===== src/rtl/am_ctrl_pkg.sv =====
// Shared types and widths for the AM carrier sweep controller.
// Optional feature macro: AM_SWEEP_PINGPONG_EN (triangular sweep), used by am_sweep_ctrl.
package am_ctrl_pkg;

    localparam int PHASE_WIDTH = 32;  // phase increment width, matches modulator accumulator
    localparam int DWELL_WIDTH = 16;  // clk_in cycles per frequency step
    localparam int DEEP_WIDTH  = 16;  // modulation depth word

    typedef enum logic [1:0] {
        IDLE  = 2'd0,
        DWELL = 2'd1,
        DONE  = 2'd2
    } sweep_state_e;

    // Shadow copy of one sweep programming
    typedef struct packed {
        logic [PHASE_WIDTH-1:0] start;
        logic [PHASE_WIDTH-1:0] stop;
        logic [PHASE_WIDTH-1:0] step;
        logic [DWELL_WIDTH-1:0] dwell;
        logic [DEEP_WIDTH-1:0]  deep;
        logic                   loop;
    } sweep_cfg_t;

endpackage


===== src/rtl/am_dwell_timer.sv =====
// Loadable down-counter timing how long each frequency value is held.
// A load of 0 is treated as 1; expire_o is high while the count is 1,
// so a reload on the expiring edge gives exactly D cycles per value.
module am_dwell_timer
    import am_ctrl_pkg::*;
#(
    parameter int WIDTH = DWELL_WIDTH
) (
    input  logic             clk,
    input  logic             rst_n,
    input  logic             load_i,
    input  logic             clear_i,
    input  logic [WIDTH-1:0] dwell_i,
    output logic             expire_o
);

    logic [WIDTH-1:0] cnt_q;
    logic [WIDTH-1:0] cnt_d;
    logic [WIDTH-1:0] load_val;

    // Next count: clear wins, then load, then decrement toward zero
    always_comb begin
        // NOTE: every always_comb output gets a default first so no path can infer a latch.
        cnt_d    = cnt_q;
        load_val = (dwell_i == '0) ? WIDTH'(1) : dwell_i;
        if (clear_i) begin
            cnt_d = '0;
        end else if (load_i) begin
            cnt_d = load_val;
        end else if (cnt_q != '0) begin
            cnt_d = cnt_q - WIDTH'(1);
        end
    end

    // Count register
    always_ff @(posedge clk or negedge rst_n) begin
        // NOTE: clocked state uses non-blocking (<=) so all registers update together at the edge.
        if (!rst_n) begin
            cnt_q <= '0;
        end else begin
            cnt_q <= cnt_d;
        end
    end

    assign expire_o = (cnt_q == WIDTH'(1));

endmodule


===== src/rtl/am_sweep_ctrl.sv =====
// Carrier NCO sweep sequencer: steps center_fre from start toward stop,
// holding each value for a programmed dwell, and owns module_deep.
// Optional feature macro: AM_SWEEP_PINGPONG_EN selects a triangular
// (up then down) sweep; without it the sweep is sawtooth only.
module am_sweep_ctrl
    import am_ctrl_pkg::*;
(
    input  logic                   clk_in,
    input  logic                   RST_n,
    input  logic                   cfg_valid,
    output logic                   cfg_ready,
    input  logic [PHASE_WIDTH-1:0] cfg_start,
    input  logic [PHASE_WIDTH-1:0] cfg_stop,
    input  logic [PHASE_WIDTH-1:0] cfg_step,
    input  logic [DWELL_WIDTH-1:0] cfg_dwell,
    input  logic [DEEP_WIDTH-1:0]  cfg_deep,
    input  logic                   cfg_loop,
    input  logic                   start,
    input  logic                   abort,
    output logic [PHASE_WIDTH-1:0] center_fre,
    output logic [DEEP_WIDTH-1:0]  module_deep,
    output logic                   fre_upd,
    output logic                   busy,
    output logic                   sweep_done
);

    sweep_state_e           state_q, state_d;
    sweep_cfg_t             cfg_q, cfg_in, cfg_eff;
    logic [PHASE_WIDTH-1:0] center_q, fre_next, up_next;
    logic [DEEP_WIDTH-1:0]  deep_q;
    logic                   fre_upd_q;
    logic [PHASE_WIDTH:0]   sum;
    logic                   cfg_hs, launch, adv, sweep_end, expire, at_stop;
`ifdef AM_SWEEP_PINGPONG_EN
    logic                   dir_q, dir_d;    // 0 = up leg, 1 = down leg
    logic [PHASE_WIDTH:0]   diff;
    logic [PHASE_WIDTH-1:0] down_next;
    logic                   at_start;
`endif

    // A config write in the same cycle as start is forwarded to the launch
    assign cfg_hs  = cfg_valid && (state_q == IDLE);
    assign cfg_in  = '{start: cfg_start, stop: cfg_stop, step: cfg_step,
                       dwell: cfg_dwell, deep: cfg_deep, loop: cfg_loop};
    assign cfg_eff = cfg_hs ? cfg_in : cfg_q;
    assign launch  = (state_q == IDLE) && start && !abort;

    // Clamped next values; the extra bit keeps carry/borrow from wrapping
    always_comb begin
        sum     = {1'b0, center_q} + {1'b0, cfg_q.step};
        up_next = (sum >= {1'b0, cfg_q.stop}) ? cfg_q.stop : sum[PHASE_WIDTH-1:0];
        at_stop = (center_q >= cfg_q.stop);
`ifdef AM_SWEEP_PINGPONG_EN
        diff      = {1'b0, center_q} - {1'b0, cfg_q.step};
        down_next = (diff[PHASE_WIDTH] || (diff[PHASE_WIDTH-1:0] < cfg_q.start))
                    ? cfg_q.start : diff[PHASE_WIDTH-1:0];
        at_start  = (center_q <= cfg_q.start);
`endif
    end

    // End-of-dwell decision: advance, turn around, reload, or finish
    always_comb begin
        adv       = 1'b0;
        sweep_end = 1'b0;
        fre_next  = center_q;
`ifdef AM_SWEEP_PINGPONG_EN
        dir_d     = dir_q;
`endif
        if ((state_q == DWELL) && expire && !abort) begin
`ifdef AM_SWEEP_PINGPONG_EN
            if (!dir_q) begin
                if (at_stop && at_start) begin
                    // start >= stop: nothing to sweep, single dwell then end
                    sweep_end = 1'b1;
                    if (cfg_q.loop) begin
                        adv      = 1'b1;
                        fre_next = cfg_q.start;
                    end
                end else if (at_stop) begin
                    dir_d    = 1'b1;
                    adv      = 1'b1;
                    fre_next = down_next;
                end else if (cfg_q.step != '0) begin
                    adv      = 1'b1;
                    fre_next = up_next;
                end
            end else begin
                if (at_start) begin
                    sweep_end = 1'b1;
                    if (cfg_q.loop) begin
                        dir_d    = 1'b0;
                        adv      = 1'b1;
                        fre_next = up_next;
                    end
                end else begin
                    adv      = 1'b1;
                    fre_next = down_next;
                end
            end
`else
            if (at_stop) begin
                sweep_end = 1'b1;
                if (cfg_q.loop) begin
                    adv      = 1'b1;
                    fre_next = cfg_q.start;
                end
            end else if (cfg_q.step != '0) begin
                // A zero step never reaches stop, so start is simply held
                adv      = 1'b1;
                fre_next = up_next;
            end
`endif
        end
    end

    am_dwell_timer #(.WIDTH(DWELL_WIDTH)) u_dwell_timer (
        .clk      (clk_in),
        .rst_n    (RST_n),
        .load_i   (launch || adv),
        .clear_i  (abort),
        .dwell_i  (cfg_eff.dwell),
        .expire_o (expire)
    );

    // State register
    always_ff @(posedge clk_in or negedge RST_n) begin
        if (!RST_n) begin
            state_q <= IDLE;
        end else begin
            state_q <= state_d;
        end
    end

    // Next-state logic; abort returns to IDLE from anywhere
    always_comb begin
        state_d = state_q;
        case (state_q)
            IDLE:    if (launch) state_d = DWELL;
            DWELL:   if (sweep_end && !cfg_q.loop) state_d = DONE;
            DONE:    state_d = IDLE;
            default: state_d = IDLE;
        endcase
        if (abort) begin
            state_d = IDLE;
        end
    end

    // State-decoded outputs
    always_comb begin
        cfg_ready  = (state_q == IDLE);
        busy       = (state_q == DWELL);
        sweep_done = (state_q == DONE);
    end

    // Shadow config and modulator controls; depth only changes at launch
    always_ff @(posedge clk_in or negedge RST_n) begin
        if (!RST_n) begin
            // NOTE: the shadow config is a handful of flops, not a RAM, so it is reset like any register.
            cfg_q     <= '0;
            center_q  <= '0;
            deep_q    <= '0;
            fre_upd_q <= 1'b0;
`ifdef AM_SWEEP_PINGPONG_EN
            dir_q     <= 1'b0;
`endif
        end else begin
            fre_upd_q <= 1'b0;
            if (cfg_hs) begin
                cfg_q <= cfg_in;
            end
            if (launch) begin
                center_q  <= cfg_eff.start;
                deep_q    <= cfg_eff.deep;
                fre_upd_q <= 1'b1;
            end else if (adv) begin
                center_q  <= fre_next;
                fre_upd_q <= 1'b1;
            end
`ifdef AM_SWEEP_PINGPONG_EN
            if (launch || abort) begin
                dir_q <= 1'b0;
            end else if (adv) begin
                dir_q <= dir_d;
            end
`endif
        end
    end

    assign center_fre  = center_q;
    assign module_deep = deep_q;
    assign fre_upd     = fre_upd_q;

endmodule


===== config.mk =====
export PLATFORM = sky130hd
export DESIGN_NAME = am_sweep_ctrl
export DESIGN_NICKNAME = d
export VERILOG_FILES = /design/src/rtl/am_ctrl_pkg.sv /design/src/rtl/am_dwell_timer.sv /design/src/rtl/am_sweep_ctrl.sv
export SDC_FILE = /design/constraint.sdc
export NUM_CORES = 1
export LEC_CHECK = 0
export ABC_AREA = 0
export CORE_MARGIN = 2
export CORE_UTILIZATION = 50
export CTS_CLUSTER_SIZE = 16
export DETAILED_ROUTE_END_ITERATION = 12
export PLACE_DENSITY = 0.87
export SLEW_MARGIN = 40
export SYNTH_ARGS = -nofsm -noshare
export SYNTH_HDL_FRONTEND = slang
export SYNTH_HIERARCHICAL = 1
export SYNTH_SLANG_ARGS = --single-unit

===== constraint.sdc =====
create_clock -name clk_in -period 4.6 [get_ports clk_in]
set_input_delay 0.92 -clock clk_in [delete_from_list [all_inputs] [get_ports clk_in]]
set_output_delay 0.92 -clock clk_in [all_outputs]
set_load 0.03 [all_outputs]

# Word level (Yosys, flattened, before mapping)
# Cells that the tools add are included.
# W data, S select, Z words.
# totals
regBits	196
in_bits	134
output_inout_bits	52
# classes
n_addsub	2
n_lt_le_gt_ge	2
n_eq_ne	6
n_mux	24
n_reduce_logical	19
# op_table
operator	count
$mux W32	7
$mux W129	1
$mux W16	4
$add A32 B32 Y33	1
$ge A33 B32 Y1	1
$ge A32 B32 Y1	1
$reduce_bool A32 Y1	1
$eq A16 B1 Y1 const B	1
$logic_not A16 Y1	1
$reduce_bool A16 Y1	1
$sub A16 B1 Y16 const B	1
$mux W1	8
$logic_and A1 B1 Y1	6
$mux W2	3
$reduce_bool A3 Y1	2
$pmux W2 S2	1
$reduce_and A4 Y1	1
$reduce_bool A2 Y1	2
$ne A3 B1 Y1 const B	1
$ne A3 B2 Y1 const B	1
$ne A3 B3 Y1 const B	1
$eq A2 B1 Y1 const B	1
$eq A2 B2 Y1 const B	1
$logic_not A1 Y1	2
other kinds (3)	3

# Logic depth before layout (Yosys ltp)
# Gate-level depths: netlist of the first run.
# logic_depth
depth_word	8
mapped_depth	20

# Modules after synthesis
# The synthesis of the first run kept the hierarchy.
# modules_own_cells
module	n_inst	cells_each	area_per_inst_um2	seq_area_each_um2
am_sweep_ctrl	1	1093	10849.2	4504.3
am_dwell_timer	1	109	1078.5	400.4

# Worst setup path before layout of the first run
# No wires, ideal clock.
# synth_timing
kind	register -> register
from	reg center_q[0], in the netlist center_fre[0]
to	reg center_q[29], in the netlist center_fre[29]
setup_time_ps	123
arrival_ps	4423
required_time_ps	4477
path_slack_ps	54
path_stages_with_launch	21
n_path_buf	1
synth_period_minus_slack_ps	4546
cell_sequence	dfrtp_1 > ha_1 > fa_1 > a211oi_1 > o21ai_1 > o2111ai_1 > nand2_1 > o21ba_2 > or3_1 > and2_1 > ha_1 > nand4_1 > nor4_1 > a211oi_1 > o21ai_0 > o21ai_0 > nand4_1 > nor2_1 > buf_2 > o2111ai_1 > o221a_2
# synth_between
elab_chain_cells	8
# synth_rtl
item	line	text
from (decl)	am_sweep_ctrl.sv:29	logic [PHASE_WIDTH-1:0] center_q, fre_next, up_next;
from (signal assigned)	am_sweep_ctrl.sv:172	center_q <= cfg_eff.start;
from (signal assigned)	am_sweep_ctrl.sv:176	center_q <= fre_next;
$add A32 B32 Y33	am_sweep_ctrl.sv:50	sum = {1'b0, center_q} + {1'b0, cfg_q.step};
$ge A33 B32 Y1	am_sweep_ctrl.sv:51	up_next = (sum >= {1'b0, cfg_q.stop}) ? cfg_q.stop : sum[PHASE_WIDTH-1:0];
$mux W32	am_sweep_ctrl.sv:51	
$mux W32	am_sweep_ctrl.sv:107	end else if (cfg_q.step != '0) begin
$mux W32	am_sweep_ctrl.sv:101	if (at_stop) begin
$mux W32	am_sweep_ctrl.sv:69	if ((state_q == DWELL) && expire && !abort) begin
$mux W32	am_sweep_ctrl.sv:175	end else if (adv) begin
$mux W32	am_sweep_ctrl.sv:171	if (launch) begin
# Parallel ways exist; a longest one is shown, timed or not. The select of a mux whose other input is x is not followed.
# A chain may end at the register's enable or synchronous reset.

# Worst setup path after layout of the first run
# layout_timing
from	reg center_q[0], in the netlist center_fre[0]
to	reg center_q[23], in the netlist center_fre[23]
# Same word-level chain as after synthesis.

==> flow_metrics.tcl, run 1 <==
set metrics [dict create \
    rsz0062_at_grt "yes" \
    cts_sinks 196 \
    cp-start-kind "flip-flop" \
    portBuffers 185 \
    fp.dieH_um 158 \
    maxSlewViolCount 0 \
    ys_types 83 \
    fin_crit_sh 0.974 \
    finalPower_w 0.00938 \
    clkTransAtPathRegs_ns 0.08 \
    remaining_drc_errors 0 \
    use_met1 0.370 \
    cts_root_buf "clkbuf_16" \
    critPathCaptureType "flip-flop" \
    leakage_nw 6.76 \
    drt_iter0_markers 811 \
    place_congestion 0.951 \
    track_usage 0.293 \
    synth_area_um2 11900 \
    maxSlewHeadroom 0.443 \
    numCtsBuffers 17 \
    area_growth_pct 28.5 \
    synth-compound-area-share 0.190 \
    num_vias 10563 \
    h-tree-depth 4 \
    cp-endpoint "center_fre[23]" \
    synthTopCellsByArea "dfrtp_1 (41%), ha_1 (10%), mux2_2 (9.3%), o21ai_0 (4.3%), nand2_1 (4.1%)" \
    synth_top_area_frac 0.411 \
    row_count 56 \
    core-area_um2 23500 \
    synth_cells 1202 \
    holdBufCountCts 0 \
    io_pins 186 \
    grt_pass1_wl_um 57300 \
    drt_wl_total_um 36400 \
    cpMaxStageDelayCell "or4_4" \
    setup_violations 0 \
    ys_seq_area_frac 0.411 \
    synth_area_per_cell_um2 9.92 \
    grt_overflow 0 \
    final_cell_count_no_fill 1743 \
    min_path_type "in2async" \
    synth-seq-cells 196 \
    synth_xor_xnor_area_share 0.0264 \
    clk_path_buf_depth 2 \
    synth_edf_count 0 \
    grtUsageMet3 0.0719 \
    met2_usage 0.494 \
    grt_pass1_vias 10872 \
    die_area_um2 25100 \
    synthAdderAreaFrac 0.104 \
    vdd_drop_max_mv 0.297 \
    synth.top_cells.by_count "dfrtp_1 (196), nand2_1 (129), o21ai_0 (103)" \
    worstReg2RegStart "center_fre[0]" \
    nets 1643 \
    fin_crit_ns 4.48 \
    r2r_slack_ns 0.12 \
    r2r-end "center_fre[23]" \
    path_cells "ha_4, fa_2, a211oi_2, o21ai_2, o2111ai_1, nand2_1, buf_6, or4_4, a21oi_2, a311oi_2, ha_1, a21o_1, a211oi_2, nand4_1, nor2_2, buf_6, buf_4, o211ai_1, a21bo_2" \
    cp.required_ns 4.95 \
    fillers 1831 \
    busiest_layer "met2" \
    status "finished, final reports clean" \
    start_util 0.508 \
    critPathMaxFanout 8 \
    die_width_um 158 \
    clk_latency_ns 0.45 \
    firstDrtPassIters 8 \
    fmaxAchievable_mhz 223 \
    antenna_found_initial 1 \
    yosys.area_share.simple 0.136 \
    wl_per_cell_um 20.9 \
    dp_hpwl_um 26400 \
    skew_ns 0.0110 \
    postRouteAntennaNets 0 \
    cts_tree "done" \
    worst-setup-path-type "reg2reg" \
    synthFlopType "dfrtp_1" \
    dpl.cell_count 1705 \
    hold_viol 0 \
    finalSetupTns_ns 0 \
    synth_top_family_by_area "compound AO/OA/AOI/OAI gates" \
    maxCapViolCount 0 \
    synth_fp_nets 1435 \
    powerDensity_nw_per_um2 612 \
    grt_max_degree 100 \
    cp_slowest_stage_delay_ns 0.49 \
    drive_gt1_frac 0.185 \
    synth_top_area_cell "dfrtp_1" \
    muxShareOfSynthArea 0.0943 \
    reg2regPathDepth 19 \
    drt-vias-per-instance 6.06 \
    setup.worst_path.start "center_fre[0]" \
    tightest_slew_ns 0.833 \
    synthMostInstantiatedCell "dfrtp_1" \
    ys_async_sr_fraction 1.00 \
    ys.warnings.count 6 \
    cp.arrival_ns 4.83 \
]
worst max-delay path, delay by kind of cell, from the launching register on:
kind                       cells  cell delay, ns
adders and majority gates      3            0.94
AOI/OAI and AO/OA              9            1.56
DFF                            1            0.43
and+or+nand+nor                4            0.97
buffers and inverters          3            0.46
kinds of logic (layout without fill, tap and decap cells):
logic type / count (synthesis) / after routing
muxes: 100 / 100
and+or+nand+nor: 318 / 318
DFF: 196 / 196
adders and majority gates: 99 / 99
xor gates and xnor gates: 36 / 36
AOI/OAI and AO/OA: 347 / 347
buffers and inverters: 106 / 327
other: 0 / 1
state kept, by name (all words and copies together), names as in the netlist:
| register | cells |
|---|---|
| center_fre | 32 |
| cfg_q | 129 |
| fre_upd | 1 |
| module_deep | 16 |
| state_q | 2 |
| u_dwell_timer/cnt_q | 16 |
worst min-delay path by stage:
stage          slack (ns)             from         endpoint
6_report             0.30            RST_n        cfg_q[40]
3_5_place_dp         0.47   module_deep[5]   module_deep[5]
3_3_place_gp         0.46  module_deep[13]  module_deep[13]
2_1_floorplan        0.47        cfg_q[10]        cfg_q[10]
4_1_cts              0.49   module_deep[5]   module_deep[5]
5_1_grt              0.31            RST_n       cfg_q[104]
cell type report:
class	instances	area, um^2	share of cell area
Multi-Input combinational cell	900	6790	0.443
Sequential cell	196	4900	0.320
Timing Repair Buffer	252	2450	0.160
Clock buffer	17	425	0.0278
Tap cell	319	399	0.0260
Clock inverter	15	185	0.0121
Inverter	43	164	0.0107
Antenna cell	1	2.50	0.000163
report_power, final:
group	switching, W	internal (W)
sequential	0.000332	0.00210
combinational	0.00307	0.00234
clock	0.000807	0.000740
per-stage QoR:
step                instance area [um^2]  hold WS [ns]  worst slack, ns   util
CTS                                15000         0.489           0.0170  0.641
detailed placement                 14400         0.469          -0.0960  0.614
global placement                   14400         0.459           0.0392  0.614
floorplan                          11900         0.472           0.0539      -
finish                             15300         0.296            0.121  0.653
global route                       15300         0.307          -0.0795  0.653
cells in the final DEF (no fill, tap or decap), drive strengths merged, types with 20 or more instances in the layout:
cell,instances
a211oi,28
a21o,21
a21oi,83
buf,67
clkdlybuf4s50,184
dfrtp,196
ha,98
inv,48
mux2,99
nand2,129
nand3,21
nand4,23
nor2,41
nor4,20
o21ai,109
xor2,20
what timing repair did:
item / 4_1_cts / 5_1_grt
gates resized for setup: 5 / 57
pin swaps: 0 / 49
setup buffers: 0 / 5
endpoints found under the setup margin: 26 / 32
gates cloned: 0 / 1
layer usage:
metal  routed length, um  vias to the layer above  share of wire
met4                1060                        0          0.029
met3                2920                       98          0.080
met5                   0                        -              0
met1               14900                     5159           0.41
li1                    -                     4859              -
met2               17500                      447           0.48
(Power assumes the default switching activity.)
==> run 2, diff against run 1 <==
--- a/config.mk
+++ b/config.mk
@@ -11,6 +11,7 @@
 export CTS_CLUSTER_SIZE = 16
 export DETAILED_ROUTE_END_ITERATION = 12
 export PLACE_DENSITY = 0.87
+export RECOVER_POWER = 50
 export SLEW_MARGIN = 40
 export SYNTH_ARGS = -nofsm -noshare
 export SYNTH_HDL_FRONTEND = slang
==> run 2 against run 1 <==
The run now ends with max-capacitance violations, max-slew violations left. Utilization down 0.29 points. Cell count stayed put. Clock-buffer cell count did not move. Fmax up 0.11%. Routed wire length fell by 0.12%. Clock skew down 0.00087 ns. Via count is 0.63% higher. Sequential share of layout area up 0.14 points. Flip-flop and latch count did not move. Critical path depth down 1. Global-route usage unchanged. Sequential power barely moved. Critical path type unchanged. Critical endpoint unchanged. Highest routed layer unchanged.
==> flow_metrics.tcl, run 2 (same netlist as run 1, synthesis figures left out) <==
set metrics [dict create \
    core-area_um2 23500 \
    cts_root_buf "clkbuf_16" \
    setup_violations 0 \
    clk_path_buf_depth 2 \
    dp_hpwl_um 26400 \
    maxCapViolCount 3 \
    pwr-share-comb 0.576 \
    leakage_nw 6.74 \
    fmaxAchievable_mhz 224 \
    worstReg2RegStart "center_fre[6]" \
    maxSlewViolCount 233 \
    status "finished with violations" \
    firstDrtPassIters 6 \
    use_met1 0.370 \
    cpMaxStageDelayCell "dfrtp_1" \
    remaining_drc_errors 0 \
    wl_per_cell_um 20.9 \
    cp.required_ns 4.94 \
    start_util 0.508 \
    p_int_w 0.00517 \
    finish.utilization 0.650 \
    rsz0062_at_grt "yes" \
    track_usage 0.293 \
    holdPathEnd "module_deep[5]" \
    tightest_slew_ns 1.92 \
    die_width_um 158 \
    grtUsageMet3 0.0719 \
    antenna_found_initial 1 \
    p_switching_w 0.00420 \
    top_register "cfg_q" \
    portBuffers 185 \
    min_path_type "reg2reg" \
    path_cells "ha_1, o211ai_1, nor2_1, o2111a_1, o21ai_0, buf_4, a21o_1, and2_1, o21ai_0, xor2_1, ha_1, a211oi_2, nand4_1, nor2_2, buf_6, buf_4, o211ai_1, a21bo_2" \
    power_frac_clock 0.165 \
    reg2regPathDepth 18 \
    hold_path_depth 2 \
    numCtsBuffers 17 \
    violations "max-capacitance violations, max-slew violations" \
    fin_crit_sh 0.973 \
    finalPower_w 0.00937 \
    hold_ws_ns 0.487 \
    num_vias 10630 \
    die_area_um2 25100 \
    drt-vias-per-instance 6.10 \
    layout_common_cells "dfrtp_1 (196), clkdlybuf4s50_1 (184), nand2_1 (129), ha_1 (96), o21ai_0 (86)" \
    area_growth_pct 27.9 \
    seq_power_share 0.260 \
    busiest_layer "met2" \
    cts_sinks 196 \
    largest_reg_flops 129 \
    final_common_cell "dfrtp_1" \
    vdd_drop_max_mv 0.298 \
    cts_tree "done" \
    powerDensity_nw_per_um2 614 \
    critPathCaptureType "flip-flop" \
    swShare 0.448 \
    drt_wl_total_um 36400 \
    r2r_slack_ns 0.13 \
    place_congestion 0.951 \
    postRouteAntennaNets 0 \
    clkTransAtPathRegs_ns 0.08 \
    drive_gt1_frac 0.173 \
    maxSlewHeadroom -0.281 \
    worst-setup-path-type "reg2reg" \
    met2_usage 0.494 \
    hp-start "module_deep[5]" \
    cp-start-kind "flip-flop" \
    fp.dieH_um 158 \
    grt_overflow 0 \
    grt_pass1_wl_um 57300 \
    drt_iter0_markers 809 \
    grt_max_degree 100 \
    clk_latency_ns 0.45 \
    cp.arrival_ns 4.82 \
    cp_slowest_stage_delay_ns 0.44 \
    h-tree-depth 4 \
    fin_crit_ns 4.47 \
    r2r-end "center_fre[23]" \
    nets 1643 \
    critPathMaxFanout 8 \
    skew_ns 0.0101 \
    io_pins 186 \
    row_count 56 \
    hold_viol 0 \
    grt_pass1_vias 10872 \
]
run 2: worst max path at each step:
stage | startpoint | endpoint | slack, ns | depth (start not counted)
after floorplan | center_fre[0] | center_fre[29] | 0.05 | 20
after global placement | center_fre[0] | center_fre[9] | 0.04 | 21
after detailed placement | center_fre[0] | center_fre[15] | -0.1 | 21
after CTS | center_fre[0] | center_fre[3] | 0.02 | 21
after global routing | center_fre[0] | center_fre[13] | -0.08 | 21
final | center_fre[6] | center_fre[23] | 0.13 | 18
run 2: timing repair:
action,4_1_cts,5_1_grt
pin swaps,0,49
setup buffers,0,5
cloned,0,1
setup endpoints to repair,26,32
hold buffers,0,0
gates resized for setup,5,57
endpoints found under the hold margin,0,0
run 2: per-stage QoR:
stage	cells	worst slack [ns]	setup TNS [ns]	instance area [um^2]
2_1_floorplan	1202	0.0539	0	11900
3_3_place_gp	1705	0.0392	0	14400
3_5_place_dp	1705	-0.0960	-0.881	14400
4_1_cts	1737	0.0170	0	15000
5_1_grt	1742	-0.0795	-0.790	15300
6_report	1743	0.126	0	15300
run 2: layer usage:
metal	share of wire	routed length (um)
met1	0.41	14900
met2	0.48	17600
met3	0.078	2850
met4	0.029	1040
met5	0	0
run 2: worst max-delay path, delay by kind of cell, from the launching register on:
kind | cells | cell delay [ns]
AOI/OAI and AO/OA | 8 | 1.56
xor gates and xnor gates | 1 | 0.31
adders and majority gates | 2 | 0.75
buffers and inverters | 3 | 0.50
DFF | 1 | 0.44
and+or+nand+nor | 4 | 0.80
run 2: layout make-up:
class                           count  area, um^2
Tap cell                          319         399
Timing Repair Buffer              252        2390
Sequential cell                   196        4900
Clock buffer                       17         425
Inverter                           43         164
Multi-Input combinational cell    900        6790
Fill cell                        1839        8220
Clock inverter                     15         185
Antenna cell                        1        2.50
run 2: power groups by stage:
stage	combinational, W	clock, W	sequential (W)
2_1_floorplan	0.00297	0	0.00260
3_3_place_gp	0.00475	0	0.00244
3_5_place_dp	0.00485	0	0.00245
4_1_cts	0.00492	0.00156	0.00242
5_1_grt	0.00584	0.00164	0.00247
6_report	0.00539	0.00154	0.00243
